### src/rtl/mult.sv
// Sequential unsigned 8x8 shift-and-add multiplier.
// One partial product is added per cycle. The product is published eight
// cycles after the start edge.
module mult (
   input  logic        clk,
   input  logic        reset,
   input  logic [7:0]  a_bi,
   input  logic [7:0]  b_bi,
   input  logic        start,
   output logic        busy_o,
   output logic [15:0] y_bo
);

   typedef enum logic {StIdle, StWork} state_e;

   state_e      state_q, state_d;
   logic [7:0]  a_q, a_d;
   logic [7:0]  b_q, b_d;
   logic [15:0] acc_q, acc_d;
   logic [2:0]  cnt_q, cnt_d;
   logic        busy_q, busy_d;
   logic [15:0] y_q, y_d;

   logic [15:0] pp;
   logic [15:0] sum;

   // Partial product for the current multiplier bit, and the running sum.
   always_comb begin
      pp  = b_q[cnt_q] ? ({8'd0, a_q} << cnt_q) : 16'd0;
      sum = acc_q + pp;
   end

   // Next-state logic: latch the operands on start, then accumulate one bit per cycle.
   always_comb begin
      state_d = state_q;
      a_d     = a_q;
      b_d     = b_q;
      acc_d   = acc_q;
      cnt_d   = cnt_q;
      busy_d  = busy_q;
      y_d     = y_q;
      unique case (state_q)
         StIdle: begin
            if (start) begin
               a_d     = a_bi;
               b_d     = b_bi;
               acc_d   = 16'd0;
               cnt_d   = 3'd0;
               busy_d  = 1'b1;
               state_d = StWork;
            end
         end
         StWork: begin
            acc_d = sum;
            cnt_d = cnt_q + 3'd1;
            // The last bit publishes the sum that includes its own partial product.
            if (cnt_q == 3'd7) begin
               y_d     = sum;
               busy_d  = 1'b0;
               state_d = StIdle;
            end
         end
         default: state_d = StIdle;
      endcase
   end

   // State registers. A synchronous reset aborts any operation in flight.
   always_ff @(posedge clk) begin
      if (reset) begin
         state_q <= StIdle;
         a_q     <= 8'd0;
         b_q     <= 8'd0;
         acc_q   <= 16'd0;
         cnt_q   <= 3'd0;
         busy_q  <= 1'b0;
         y_q     <= 16'd0;
      end else begin
         state_q <= state_d;
         a_q     <= a_d;
         b_q     <= b_d;
         acc_q   <= acc_d;
         cnt_q   <= cnt_d;
         busy_q  <= busy_d;
         y_q     <= y_d;
      end
   end

   assign busy_o = busy_q;
   assign y_bo   = y_q;

endmodule

### config.mk
export PLATFORM = sky130hd
export DESIGN_NAME = mult
export DESIGN_NICKNAME = d
export VERILOG_FILES = /design/src/rtl/mult.sv
export SDC_FILE = /design/constraint.sdc
export NUM_CORES = 1
export LEC_CHECK = 0
export BUFFER_PORTS_ARGS = -buffer_cell sky130_fd_sc_hd__buf_2
export CAP_MARGIN = 20
export CORE_MARGIN = 3
export CORE_UTILIZATION = 58
export DETAILED_ROUTE_END_ITERATION = 10
export PLACE_DENSITY = 0.89
export SKIP_CTS_REPAIR_TIMING = 1
export SLEW_MARGIN = 10
export SYNTH_ARGS = -nofsm -noshare
export SYNTH_HDL_FRONTEND = slang
export SYNTH_SLANG_ARGS = --single-unit
export TNS_END_PERCENT = 20
### constraint.sdc
create_clock -name clk -period 4.4 [get_ports clk]
set_input_delay 0.22 -clock clk [delete_from_list [all_inputs] [get_ports clk]]
set_output_delay 0.22 -clock clk [all_outputs]
set_load 0.05 [all_outputs]
==> results of run 1 <==
registers in the layout, summed over array words and instances, names as in the netlist:
signal and cells:
b_q 8, y_bo 16, busy_o 1, state_q 1
acc_q 16, a_q 8, cnt_q 3
cells by family (layout without fill, tap and decap cells):
logic type,after synthesis,in the layout,synth area share [%]
AND/OR/NAND/NOR,140,140,21.4
XOR/XNOR,9,9,2.60
AO/OA/AOI/OAI,104,104,24.4
multiplexers,13,13,5.24
buffers and inverters,29,53,3.71
adder cells (fa/ha/maj),18,18,7.67
flip-flops,53,53,35.0
layer usage:
metal / share of wire, % / GRT usage, % / up-vias
li1: - / - / 1345
met1: 46 / 29.3 / 1235
met2: 46 / 38.7 / 66
met3: 4.5 / 3.21 / 12
met4: 2.8 / 10.8 / 0
met5: 0 / 0 / -
cell type report:
class                      count  area, um^2
tap                           67        83.8
timing repair buffer          40         214
clock inverter                 1        5.00
sequential                    53        1060
clock buffer                   7        96.3
fill                         423        1540
multi-input combinational    284        1860
inverter                       5        18.8
placed cells by master (no fill, tap or decap), types with 4 or more instances in the layout:
cell type,n
dfxtp_1,53
nand2_1,49
nor2_1,43
a21oi_1,40
buf_2,35
a22o_1,18
ha_1,17
nor3_1,10
nor3b_1,9
mux2i_1,8
o21ai_0,8
clkbuf_8,7
nand3_1,6
inv_1,5
nor2b_1,5
a211oi_1,5
xor2_1,5
nand2b_1,4
o21a_1,4
xnor2_1,4
a21o_1,4
final timing paths:
check	endpoint	start	cells past startpoint	slack, ns
setup reg to reg	y_bo[15]$_SDFFE_PP0P_	cnt_q[1]$_SDFFE_PP0P_	11	1.02
hold / removal	b_q[1]$_SDFFE_PP0P_	b_bi[1]	3	0.14
hold reg to reg	acc_q[8]$_SDFFE_PP0P_	acc_q[8]$_SDFFE_PP0P_	2	0.46
setup / recovery	y_bo[15]$_SDFFE_PP0P_	cnt_q[1]$_SDFFE_PP0P_	11	1.02
power by group:
part           internal [mW]  switching [mW]
combinational         0.0323          0.0525
sequential             0.491          0.0142
clock                  0.142           0.159
metrics by stage:
step | cells | utilization (%) | area [um^2] | hold WS, ns | setup slack (ns)
after detailed placement | 447 | 66.1 | 3220 | 0.453 | 1.03
after global routing | 457 | 68.4 | 3340 | 0.141 | 0.811
after global placement | 446 | 65.8 | 3210 | 0.434 | 1.17
after CTS | 455 | 68.2 | 3330 | 0.131 | 1.04
final | 457 | 68.4 | 3340 | 0.137 | 1.02
after floorplan | 366 | - | 3030 | 0.356 | 1.31
worst min-delay path: cells and delay by family:
kind                   cells  cell delay [ns]
buffers and inverters      1             0.09
and+or+nand+nor            1             0.05
AOI/OAI and AO/OA          1             0.05
==> flow_summary.json, run 1 <==
{
  "synthCells": 366,
  "critPathMaxFanout": 17,
  "antenna_found_initial": 0,
  "cts_max_level": 2,
  "drc": 0,
  "syn-num-nets": 403,
  "rsz0062_at_grt": "no",
  "gp_congestion": 0.930,
  "setup_viol": 0,
  "grt_start_max_net_pins": 33,
  "die_height_um": 78.3,
  "syn_area_um2": 3030,
  "finalHoldViolations": 0,
  "synth_edf_count": 0,
  "yosys.cell_count.top_type": "dfxtp_1",
  "finalNetCount": 426,
  "finalMaxSlewViolations": 0,
  "fin_setup_tns_ns": 0,
  "worstMarginPinSlew_ns": 0.921,
  "cp.arrival_ns": 3.59,
  "ys_seq_area_share_pct": 35.0,
  "grt-ovfl-total": 0,
  "period_minus_slack_ns": 3.38,
  "cp_slowest_cell": "dfxtp_1",
  "cp.required_ns": 4.61,
  "syn_to_final_growth_pct": 10.1,
  "drtIter0Drc": 205,
  "fin_skew_ns": 0.00480,
  "antenna_cells": 0,
  "cts_buffer_depth": 2,
  "via_count": 2658,
  "clkLatencyLatePin_ns": 0.31,
  "p_leak_nw": 1.41,
  "synth_area_leaders": "dfxtp_1 35%, ha_1 7.0%, a21oi_1 6.6%",
  "worstSetupStartpointType": "register",
  "avgSynthCellArea_um2": 8.29,
  "tritoncts": "yes",
  "die_w_um": 78.3,
  "power_density_nw_per_um2": 267,
  "peakVddDrop_mv": 0.167,
  "cts-root-buf": "clkbuf_8",
  "grt_pass1_vias": 2562,
  "synth_top_area_cell": "dfxtp_1",
  "synth_seq_cells": 53,
  "total_power_mw": 0.891,
  "viasPerCell": 5.82,
  "dieArea_um2": 6130,
  "crit_chain": "mux4_2 -> nand2_1 -> and2_1 -> a211oi_1 -> ha_1 -> a21oi_2 -> o22ai_2 -> a211oi_4 -> o31ai_2 -> a22o_1 -> or3_1",
  "synth_cell_types": 52,
  "yosys-top-cells-count": "53 x dfxtp_1, 49 x nand2_1, 43 x nor2_1",
  "cts_inserted_buffers": 5,
  "firstDrtPassIters": 4,
  "period_share_pct": 76.8,
  "ios": 36,
  "core_um2": 4880,
  "synth-main-ff-cell": "dfxtp_1",
  "synthArstFlopShare_pct": 0,
  "rows": 25,
  "hold_class": "input pin to register",
  "worstSetupEndpointType": "register",
  "port_buffers": 35,
  "clk_pin_slew_ns": 0.09,
  "start_util_pct": 62.2,
  "cts_sinks": 53,
  "drive_gt1_share_pct": 17.2,
  "fmax_mhz": 296,
  "outcome": "finished, final reports clean",
  "wirelength_um": 6650,
  "wl_per_cell_um": 14.5,
  "post-dp-hpwl_um": 4940,
  "relSlewSlack_pct": 38.5,
  "maxCapViolations": 0,
  "critical_path.top_delay_family": "compound AO/OA/AOI/OAI gates",
  "path_class": "register to register",
  "crit_buf_inv": 0,
  "track_usage_pct": 23.1,
  "yosysTopAreaCellShare_pct": 35.0,
  "yosysWarnings": 0,
  "antenna_left": 0,
  "grt_pass1_wl_um": 11500,
  "slowest_delay_ns": 0.71
}
Power figures use the tool's default switching activity.
==> inputs of run 2 (changes only) <==
ABC_AREA = 1   (was not set)
clock period = 3.25 ns   (was 4.4 ns; I/O delays follow)
==> flow_summary.json, run 2 <==
{
  "cts_buffer_depth": 2,
  "p_leak_nw": 1.82,
  "finalMaxSlewViolations": 0,
  "reg2reg_to": "acc_q[6]$_SDFFE_PP0P_",
  "ios": 36,
  "worstSetupStartpointType": "register",
  "hold_depth": 3,
  "dieArea_um2": 6300,
  "combPwrFrac_pct": 12.8,
  "place_area_um2": 3330,
  "slowest_delay_ns": 0.50,
  "rr_startpoint": "cnt_q[0]$_SDFFE_PP0P_",
  "yosys.cell_count.top_type": "nand2_1",
  "antenna_cells": 0,
  "r2r_slack_ns": 0.57,
  "internal-power_mw": 0.921,
  "cp_slowest_cell": "dfxtp_2",
  "die_height_um": 79.4,
  "cp.required_ns": 3.43,
  "netSwitchingFraction_pct": 26.8,
  "synth_cell_types": 34,
  "rsz0062_at_grt": "no",
  "p_sw_mw": 0.337,
  "viasPerCell": 5.43,
  "clk_pin_slew_ns": 0.09,
  "synthSimpleGateAreaFrac_pct": 35.6,
  "startpoint": "cnt_q[0]$_SDFFE_PP0P_",
  "drive_gt1_share_pct": 13.1,
  "antenna_left": 0,
  "grt-ovfl-total": 0,
  "setup_viol": 0,
  "synth_top_family_by_area": "simple AND/OR/NAND/NOR gates",
  "synthAdderAreaFrac_pct": 7.46,
  "critPathCapture": "acc_q[6]$_SDFFE_PP0P_",
  "wirelength_um": 7400,
  "hold_class": "input pin to register",
  "fin_setup_tns_ns": 0,
  "synthMuxAreaShare_pct": 0.642,
  "finalHoldViolations": 0,
  "yosysWarnings": 0,
  "synthCells": 479,
  "crit_chain": "inv_2 -> o21ai_0 -> o22ai_1 -> nand2_1 -> nor3_1 -> ha_1 -> fa_1 -> nand2_1 -> nand2_1 -> nand3b_1 -> nand2_2 -> or2_2 -> nand3_1 -> a21oi_1",
  "core_um2": 5140,
  "grt_start_max_net_pins": 22,
  "rows": 26,
  "tritoncts": "yes",
  "cts-root-buf": "clkbuf_8",
  "start_util_pct": 60.7,
  "firstDrtPassIters": 6,
  "final_cell_mix": "142 x nand2_1, 66 x nor2_1, 52 x dfxtp_1",
  "avgSynthCellArea_um2": 6.51,
  "maxCapViolations": 0,
  "synth_top_area_cell": "dfxtp_1",
  "track_usage_pct": 24.8,
  "grt_pass1_vias": 2880,
  "synth_xor_area_share_pct": 1.12,
  "outcome": "finished, final reports clean",
  "power_density_nw_per_um2": 367,
  "syn-num-nets": 516,
  "synth_seq_cells": 53,
  "cts_sinks": 53,
  "cts_max_level": 2,
  "synth_area_leaders": "dfxtp_1 34%, nand2_1 17%, nor2_1 7.9%",
  "via_count": 3153,
  "yosysTopAreaCellShare_pct": 34.0,
  "reg2reg_depth": 14,
  "peakVddDrop_mv": 0.261,
  "p_clk_share_pct": 32.2,
  "post-dp-hpwl_um": 5500,
  "syn_area_um2": 3120,
  "gp_congestion": 0.918,
  "synth_compound_area_share_pct": 12.2,
  "fin_area_um2": 3430,
  "layout_commonest_cell": "nand2_1",
  "worstMarginPinSlew_ns": 0.790,
  "period_share_pct": 82.4,
  "critPathMaxFanout": 17,
  "sequentialPowerShare_pct": 55.0,
  "synth-main-ff-cell": "dfxtp_1",
  "port_buffers": 35,
  "fmax_mhz": 373,
  "finalNetCount": 547,
  "period_minus_slack_ns": 2.68,
  "path_class": "register to register",
  "fin_skew_ns": 0.00435,
  "grt_pass1_wl_um": 12600,
  "synthArstFlopShare_pct": 0,
  "die_w_um": 79.4,
  "cp_common_cell": "nand2_1",
  "relSlewSlack_pct": 47.3,
  "drc": 0,
  "clkLatencyLatePin_ns": 0.31,
  "wl_per_cell_um": 12.7,
  "cts_inserted_buffers": 5,
  "drtIter0Drc": 266,
  "cp.arrival_ns": 2.86,
  "yosys-top-cells-count": "142 x nand2_1, 66 x nor2_1, 53 x dfxtp_1",
  "antenna_found_initial": 0,
  "worstSetupEndpointType": "register",
  "synth_edf_count": 0,
  "syn_to_final_growth_pct": 9.90,
  "ys_seq_area_share_pct": 34.0
}
==> run 2: power by group through the flow <==
stage	clock (mW)	sequential, mW	combinational (mW)
finish	0.405	0.692	0.161
global route	0.441	0.695	0.182
CTS	0.414	0.691	0.160
detailed placement	0	0.706	0.158
global placement	0	0.705	0.154
floorplan	0	0.699	0.126
==> run 2: worst min path at each step <==
stage,startpoint,endpoint
after CTS,a_bi[3],a_q[3]$_SDFFE_PP0P_
after global placement,a_bi[3],a_q[3]$_SDFFE_PP0P_
final,a_bi[3],a_q[3]$_SDFFE_PP0P_
after detailed placement,a_bi[3],a_q[3]$_SDFFE_PP0P_
after global routing,a_bi[2],a_q[2]$_SDFFE_PP0P_
after floorplan,a_bi[6],a_q[6]$_SDFFE_PP0P_
==> run 2: layout make-up <==
type	instances	area, um^2
multi-input cells	360	1780
clock buffers	7	96.3
clock inverters	1	5.00
flip-flops and latches	53	1060
repair buffers	40	213
inverters	50	188
fillers	486	1710
well taps	70	87.6
==> run 2: layer usage <==
layer,vias to the layer above,GRT usage (%),wire [um]
li1,1578,-,-
met5,-,0,0
met1,1401,30.2,3060
met3,27,4.99,533
met4,0,9.45,206
met2,147,42.9,3610
==> run 2: per-stage QoR <==
step	power (mW)	hold WS [ns]	cells	util (%)	worst slack, ns
after floorplan	0.825	0.297	479	-	0.967
after global placement	0.859	0.383	573	64.7	0.567
after detailed placement	0.864	0.388	573	64.7	0.465
after CTS	1.27	0.0648	581	66.7	0.378
after global routing	1.32	0.0659	581	66.7	0.146
final	1.26	0.0698	581	66.7	0.571
==> run 2: worst max-delay path, delay by kind of cell, from the launching register on <==
kind	cells	cell delay (ns)
compound gates	3	0.32
buf+inv	1	0.13
fa+ha+maj	2	0.64
flops	1	0.50
simple gates	8	0.95
==> run 2: kinds of logic (layout without fill, tap and decap cells) <==
family | Yosys count | after routing
multiplexers | 2 | 2
adder cells (fa/ha/maj) | 18 | 18
XOR/XNOR | 4 | 4
AND/OR/NAND/NOR | 265 | 265
AO/OA/AOI/OAI | 71 | 71
flip-flops | 53 | 53
buffers and inverters | 66 | 98
==> inputs of run 3 (changes only) <==
CORE_UTILIZATION = 53   (was 58)
PLACE_DENSITY = 0.86   (was 0.89)
clock period = 2.27 ns   (was 3.25 ns; I/O delays follow)
==> flow_summary.json, run 3 (synthesis results as in run 2) <==
{
  "outcome": "finished, violations left",
  "violations": "negative setup slack",
  "finalHoldViolations": 0,
  "cts_buffer_depth": 2,
  "rr_startpoint": "cnt_q[0]$_SDFFE_PP0P_",
  "drive_gt1_share_pct": 33.4,
  "crit_buf_inv": 2,
  "relSlewSlack_pct": 62.5,
  "routed-wl-met3_um": 653,
  "layout_commonest_cell": "nand2_1",
  "reg2reg_depth": 14,
  "period_minus_slack_ns": 2.63,
  "setup_viol": 25,
  "fin_skew_ns": 0.0221,
  "firstDrtPassIters": 5,
  "clkLatencyLatePin_ns": 0.32,
  "cp_common_cell": "nand2_1",
  "nFillCells": 404,
  "drtIter0Drc": 342,
  "grt_start_max_net_pins": 23,
  "post-dp-hpwl_um": 5720,
  "crit_chain": "buf_2 -> nand2_1 -> nand2_1 -> o21ai_1 -> buf_4 -> nor2_2 -> ha_1 -> or2_1 -> and2_4 -> nand2_2 -> nand2_2 -> xor2_2 -> nand2_1 -> a21oi_2",
  "start_util_pct": 55.6,
  "reg2reg_to": "acc_q[8]$_SDFFE_PP0P_",
  "cp.arrival_ns": 2.87,
  "p_leak_nw": 2.08,
  "final-instance-count-excl-fill": 629,
  "wl_per_cell_um": 15.6,
  "finalNetCount": 594,
  "wl_met1_um": 3810,
  "grt-ovfl-total": 0,
  "cts-root-buf": "clkbuf_8",
  "critPathMaxFanout": 8,
  "path_class": "register to register",
  "grt_pass1_wl_um": 13200,
  "place_area_um2": 3630,
  "worstSetupEndpointType": "register",
  "tritoncts": "yes",
  "worstMarginPinSlew_ns": 0.562,
  "hold_class": "input pin to register",
  "antenna_left": 0,
  "ios": 36,
  "met2_length_um": 4880,
  "cp.required_ns": 2.50,
  "drc": 0,
  "cts_inserted_buffers": 5,
  "r2r_slack_ns": -0.36,
  "peakVddDrop_mv": 0.300,
  "hold_end": "b_q[1]$_SDFFE_PP0P_",
  "period_share_pct": 116,
  "wirelength_um": 9780,
  "top_layer_used": "met4",
  "clk_pin_slew_ns": 0.09,
  "final_cell_mix": "122 x nand2_1, 59 x nor2_1, 51 x dfxtp_1",
  "worstSetupStartpointType": "register",
  "critical_path.top_delay_family": "simple AND/OR/NAND/NOR gates",
  "antenna_found_initial": 0,
  "die_w_um": 82.7,
  "worstHoldStart": "b_bi[1]",
  "rows": 27,
  "port_buffers": 35,
  "maxCapViolations": 0,
  "syn_to_final_growth_pct": 35.0,
  "fin_area_um2": 4210,
  "power_density_nw_per_um2": 456,
  "die_height_um": 82.7,
  "dieArea_um2": 6840,
  "cp_slowest_cell": "dfxtp_4",
  "gp_congestion": 0.956,
  "antenna_cells": 0,
  "cts_max_level": 2,
  "grt_pass1_vias": 3070,
  "core_um2": 5610,
  "dp.cells": 615,
  "fmax_mhz": 380,
  "slowest_delay_ns": 0.39,
  "track_usage_pct": 24.6,
  "finalMaxSlewViolations": 0,
  "hold_depth": 3,
  "rsz0062_at_grt": "yes",
  "cts_sinks": 53,
  "viasPerCell": 5.72,
  "finalWorstSetupSlack_ns": -0.364,
  "via_count": 3597
}
[run 3: cell types whose count changed in the layout (fill, tap and decap cells not counted), sizes merged]
cell	delta
buf	+47
clkinv	-1
[run 3: power by group]
| group | switching (mW) | total, mW | leakage [nW] | internal (mW) |
|---|---|---|---|---|
| clock | 0.312 | 0.555 | 0.0443 | 0.243 |
| sequential | 0.0265 | 0.987 | 0.433 | 0.961 |
| combinational | 0.217 | 0.379 | 1.61 | 0.162 |
| total | 0.555 | 1.92 | 2.08 | 1.37 |
[run 3: final cells by class]
cell class	count	area [um^2]	area share, %
multi-input cells	360	2200	52.3
inverters	50	190	4.52
flip-flops and latches	53	1070	25.3
clock buffers	7	86.3	2.05
well taps	72	90.1	2.14
repair buffers	87	578	13.7
[run 3: routing by layer]
| metal | vias to the layer above | global-route usage, % |
|---|---|---|
| li1 | 1681 | - |
| met1 | 1674 | 30.5 |
| met2 | 185 | 42.4 |
| met3 | 57 | 4.01 |
| met4 | 0 | 9.48 |
| met5 | - | 0 |
[run 3: stage by stage]
step                hold WS, ns  TNS [ns]  util [%]  setup slack (ns)  power, mW
CTS                      0.0157     -5.60      66.3            -0.374       1.83
detailed placement        0.342     -4.80      64.8            -0.361       1.29
global placement          0.334     -2.92      64.8            -0.249       1.28
floorplan                 0.248         0         -            0.0355       1.18
global route             0.0263     -8.00      75.1            -0.525       2.01
finish                   0.0199     -3.68      75.1            -0.364       1.92
[run 3: worst max-delay path by stage]
stage | cells after the start | to | slack (ns) | start
finish | 14 | acc_q[8]$_SDFFE_PP0P_ | -0.36 | cnt_q[0]$_SDFFE_PP0P_
global route | 15 | acc_q[8]$_SDFFE_PP0P_ | -0.53 | cnt_q[0]$_SDFFE_PP0P_
CTS | 15 | acc_q[15]$_SDFFE_PP0P_ | -0.37 | cnt_q[0]$_SDFFE_PP0P_
detailed placement | 15 | acc_q[15]$_SDFFE_PP0P_ | -0.36 | cnt_q[0]$_SDFFE_PP0P_
global placement | 15 | acc_q[15]$_SDFFE_PP0P_ | -0.25 | cnt_q[0]$_SDFFE_PP0P_
floorplan | 15 | acc_q[6]$_SDFFE_PP0P_ | 0.04 | cnt_q[0]$_SDFFE_PP0P_
[run 3: worst reg2reg max path: cells and delay by family, from the launching register on]
family                     cells  cell delay (ns)
adders and majority gates      1             0.32
buffers and inverters          2             0.33
xor gates and xnor gates       1             0.17
DFF                            1             0.39
AOI/OAI and AO/OA              2             0.48
and+or+nand+nor                8             0.86
